[config.mk]
export PLATFORM = sky130hd
export DESIGN_NAME = encoder_4to2_stream
export DESIGN_NICKNAME = d
export VERILOG_FILES = /design/src/rtl/encoder_4to2_stream.sv
export SDC_FILE = /design/constraint.sdc
export NUM_CORES = 1
export LEC_CHECK = 0
export ABC_AREA = 1
export CORE_AREA = 2 2 39 41
export CTS_CLUSTER_DIAMETER = 150
export DETAILED_ROUTE_END_ITERATION = 7
export DIE_AREA = 0 0 41 43
export PLACE_DENSITY_LB_ADDON = 0.1
export SLEW_MARGIN = 20
export SYNTH_ARGS = -nofsm -noshare
export SYNTH_HDL_FRONTEND = slang
export SYNTH_SLANG_ARGS = --single-unit
[constraint.sdc]
create_clock -name clk -period 2.1 [get_ports clk]
set_clock_uncertainty 0.1 [all_clocks]
set_input_delay 0.42 -clock clk [delete_from_list [all_inputs] [get_ports clk]]
set_output_delay 0.42 -clock clk [all_outputs]
set_load 0.1 [all_outputs]
[src/rtl/encoder_4to2_stream.sv]
// Streams the binary index of every set bit of an accepted request vector, one per beat.
// Define ENCODER_MSB_FIRST_EN to emit the highest set bit first (descending order).
module encoder_4to2_stream #(
  parameter int WIDTH = 4,
  parameter int IDX_W = 2
) (
  input  logic             clk,
  input  logic             rst_n,
  input  logic             in_valid,
  output logic             in_ready,
  input  logic [WIDTH-1:0] in_vec,
  output logic             out_valid,
  input  logic             out_ready,
  output logic [IDX_W-1:0] out_idx,
  output logic             out_last,
  output logic             zero_err
);

  typedef enum logic {IDLE, EMIT} state_t;

  state_t           state_reg;
  logic [WIDTH-1:0] pend_reg;
  logic             zero_err_reg;
  logic [WIDTH-1:0] sel_mask;
  logic [IDX_W-1:0] sel_idx;

  // Index of the bit to emit next, decoded only from the pending register.
  always_comb begin
    sel_idx = '0;
`ifdef ENCODER_MSB_FIRST_EN
    for (int i = 0; i < WIDTH; i++) begin
      if (pend_reg[i]) sel_idx = IDX_W'(i);
    end
`else
    for (int i = WIDTH - 1; i >= 0; i--) begin
      if (pend_reg[i]) sel_idx = IDX_W'(i);
    end
`endif
  end

  assign sel_mask  = {{(WIDTH-1){1'b0}}, 1'b1} << sel_idx;
  assign out_idx   = sel_idx;
  assign out_last  = (pend_reg != '0) && ((pend_reg & (pend_reg - WIDTH'(1))) == '0);
  assign out_valid = (state_reg == EMIT);
  // Gated by rst_n so the upstream never sees a handshake while reset is held.
  assign in_ready  = rst_n && (state_reg == IDLE);
  assign zero_err  = zero_err_reg;

  always_ff @(posedge clk) begin
    if (!rst_n) begin
      state_reg    <= IDLE;
      pend_reg     <= '0;
      zero_err_reg <= 1'b0;
    end else begin
      zero_err_reg <= 1'b0;
      case (state_reg)
        IDLE: begin
          if (in_valid) begin
            if (in_vec == '0) begin
              zero_err_reg <= 1'b1;
            end else begin
              pend_reg  <= in_vec;
              state_reg <= EMIT;
            end
          end
        end
        EMIT: begin
          if (out_ready) begin
            pend_reg <= pend_reg & ~sel_mask;
            if (out_last) state_reg <= IDLE;
          end
        end
        default: state_reg <= IDLE;
      endcase
    end
  end

endmodule

# Yosys cells after proc, flatten, opt, wreduce, memory -nomap -nowiden
# Cells that the tools add are included.
# totals
elab_cells,35
out_inout_bits,6
reg_bits,6
# classes
eq_ne,3
n_bitwise,6
n_addsub,1
shifts,1
n_reduce_logical,7
muxes,14
# ops
cell,count
4-bit two-way mux,3
4-bit bitwise AND,2
4-bit zero test,2
2-bit two-way mux,4
4-bit case mux with 2 select lines,1
"2-bit inequality test, second input constant",3
1-bit two-way mux,5
4-bit NOT,1
4-bit nonzero test,1
"1-bit by 2-bit << shifter with 4-bit output, first input constant",1
"4-bit by 1-bit subtractor with 4-bit output, second input constant",1
1-bit NOT,3
3-bit AND reduction,1
3-bit OR reduction,1
1-bit logical AND,2
1-bit case mux with 2 select lines,1

# Logic depth before layout (Yosys ltp)
# logic_depth
ltp_word,9
depth_mapped,6
mapped_depth_nobuf,6

# Least setup slack after synthesis
# Ideal clock, no wire load.
# synth_timing
kind,register to output
from,register state_reg (netlist: out_valid)
to,output port in_ready
setup_slack_ps,-544
arrival_ps,2124
path_stages_with_launch,2
path_buffers,0
cell_sequence,dfxtp_1 nor2_1
# synth_between
elab_chain_cells,2
# synth_rtl
item,line_no,rtl
"start, declared",21,state_t state_reg;
"start signal, assigned",51,state_reg <= IDLE;
"start signal, assigned",63,state_reg <= EMIT;
"start signal, assigned",70,if (out_last) state_reg <= IDLE;
1-bit NOT,--,
1-bit logical AND,46,assign in_ready = rst_n && (state_reg == IDLE);
"end, declared",10,"output logic in_ready,"
# No other way between the ends.

# Worst setup path after layout
# layout_timing
from,input port rst_n
to,output port in_ready
# layout_between
elab_chain_cells,1
# layout_rtl
item,line_no,rtl
"start, declared",8,"input logic rst_n,"
1-bit logical AND,46,
# No other way between the ends.

==> metrics.md <==
| Metric | Value |
|---|---|
| Status | `finished clean` |
| Final core occ | `approximately two fifths` |
| M1 WL | `about 350 um` |
| Largest net degree at the start of global routing | `8` |
| Worst Hold Path Cells | `2` |
| Fillcell total | `~160` |
| WL met2 | `approximately 440 um` |
| Crit-path max FO | `6` |
| WL per Instance | `about 9.6 um` |
| Die Y-Extent | `around 43 um` |
| Clk root buf | `clkbuf_4` |
| Reg-to-reg endpoint | `pend_reg[2]` |
| Max-Cap Viols | `0` |
| Most frequent cells in the layout | `13 x nand2_1, 9 x inv_1, 7 x nand3_1, 7 x clkdlybuf4s50_1, 6 x dfxtp_1` |
| CTS tree | `yes` |
| Largest register FFs | `4` |
| CP Data Arrival Time | `around 1.3 ns` |
| VDD IR max | `~240 uV` |
| Critical Path, Cell by Cell | `clkdlybuf4s50_1 > inv_1 > nor2_2 > buf_12` |
| Mapped Cells | `56` |
| Clock latency on the worst-skew pair | `roughly 0.24 ns` |
| Hold Vio Cnt, Final | `0` |
| Metal3 WL | `roughly 39 um` |
| R2R cell count | `3` |
| Total CTS buffers | `3` |
| Site Rows | `14` |
| FF-to-FF Start | `out_valid` |
| Worst Max-Slew Pin Slew | `0.361 ns` |
| Max stage delay cell, worst path | `clkdlybuf4s50_1` |
| Port Buf Inserts | `13` |
| Max Buffers Root-to-Sink | `2` |
| Max Clock Freq | `538 MHz` |
| Global Route Usage Sum | `between 10% and 20%` |
| Net Count, Synth | `between 60 and 70` |
| Synthesized flop and latch total | `6` |
| Via/cell ratio | `4.59` |
| Period minus WS final | `around 1.9 ns` |
| Worst hold path class | `reg -> reg` |
| CP delay by family, top | `buffers and inverters` |
| Critical path launch point type | `input port` |
| Hold path endpoint | `pend_reg[1]` |
| Yosys cell types | `13` |
| CTS sink count | `6` |
| H-tree Lvls | `1` |
| Routed WL | `841 um` |
| 1st-iter DRT viols | `13` |
| Worst Path Required | `between 1.5 and 2 ns` |
| P_leak | `about 0.26 nW` |
| HPWL after detailed placement | `just under 700 um` |
| Fin crit share | `between 80% and 90%` |
| DR vias | `404` |
| Initial antenna violation count | `0` |
| Fin nets | `just over 80` |
| Initial Utilization | `25.2%` |
| Share of cells above drive strength 1 | `between 20% and 30%` |
| Postcts setup bufs | `0` |
| # diodes | `0` |
| Relative slew slack | `about three quarters` |
| Setup TNS | `0 ns` |
| R2r setup slk | `about 0.87 ns` |
| Die area | `between 1500 and 2000 um^2` |
| RSZ-0062 raised after global routing | `false` |
| Die X | `between 40 and 50 um` |
| Syn Area/Cell | `~6.2 um^2` |
| Setup CP Type | `in -> out` |
| Synth-to-Final Area Change | `64.9%` |
| Worst setup EP type | `primary output` |
| First-pass GRT wire length | `~1.5 mm` |
| Cell Area, Synth | `349 um^2` |
| Hold_sp | `pend_reg[1]` |
| Grt total ovfl | `0` |
| Vias in the first global route | `363` |
| # resized after CTS | `0` |
| Post-route ant nets | `0` |
| Slowest stage delay, CP | `~0.47 ns` |
| Num ports | `14` |
| Total power | `roughly 440 uW` |
| P per Cell Area | `about 760 nW/um^2` |
| Top sig layer | `met4` |
| Final GP Congestion | `~0.71` |
| Most common cell after layout, fill and taps aside | `nand2_1` |
| Seq/Total Area, Yosys | `approximately 34%` |
| Final slew viol count | `0` |
| Final setup violation count | `0` |
| Buffers and inverters on the worst path | `3` |
| First-pass DRT Iterations | `4` |
| Core ar. | `about 1400 um^2` |
| Ys Warns | `0` |
| Post-route DRC | `0` |
| Worst-path clk slew | `0.04 ns` |
| Hold_buf cts | `0` |
worst max-delay path by stage:
stage	cells past startpoint	endpoint	start
final	4	in_ready	rst_n
after global routing	5	out_last	pend_reg[0]
after CTS	4	in_ready	rst_n
after detailed placement	4	in_ready	rst_n
after global placement	4	in_ready	rst_n
after floorplan	1	in_ready	out_valid
cell type report:
class	count	area, um^2	share of cell area, %
Multi-Input combinational cell	41	201	35.0
Timing Repair Buffer	13	178	30.9
Inverter	9	33.8	5.87
Sequential cell	6	120	20.9
Tap cell	16	20.0	3.48
Clock buffer	3	22.5	3.91
cells by family after synthesis:
family                 count (synthesis)  synth area share [%]
buffers and inverters                  9                  9.68
flip-flops                             6                  34.4
AND/OR/NAND/NOR                       30                  38.4
AO/OA/AOI/OAI                         11                  17.6
metal layers:
layer / up-vias / GRT usage (%)
met3: 2 / 3.14
li1: 215 / -
met1: 176 / 16.1
met4: 0 / 10.0
met2: 11 / 17.5
met5: - / 0
power breakdown:
group	switching, mW	total [mW]	internal [mW]
combinational	0.128	0.201	0.0726
clock	0.0396	0.104	0.0645
sequential	0.0111	0.132	0.121
total	0.179	0.437	0.258
synthesized netlist by cell type (all sizes together):
| library cell | n | area [um^2] |
|---|---|---|
| a21oi | 7 | 38.8 |
| dfxtp | 6 | 120 |
| inv | 9 | 33.8 |
| nand2 | 16 | 67.6 |
| nand3 | 7 | 35.0 |
| nor2 | 6 | 25.0 |
| nor4 | 1 | 6.26 |
| o211ai | 1 | 7.51 |
| o21ai | 3 | 15.0 |
tightest hold or removal path, cell delays in order, from the launching register on:
cell and delay, ns:
dfxtp_1 0.33, nand3_1 0.09, a21oi_1 0.07
stage by stage:
step           cells  instance area [um^2]  hold slack, ns  setup WS, ns
2_1_floorplan     56                   355           0.397       -0.0904
3_3_place_gp      85                   553           0.440         0.252
3_5_place_dp      85                   553           0.431         0.237
4_1_cts           88                   576           0.439         0.234
5_1_grt           88                   576           0.468         0.171
6_report          88                   576           0.443         0.240
(Power assumes the default switching activity.)
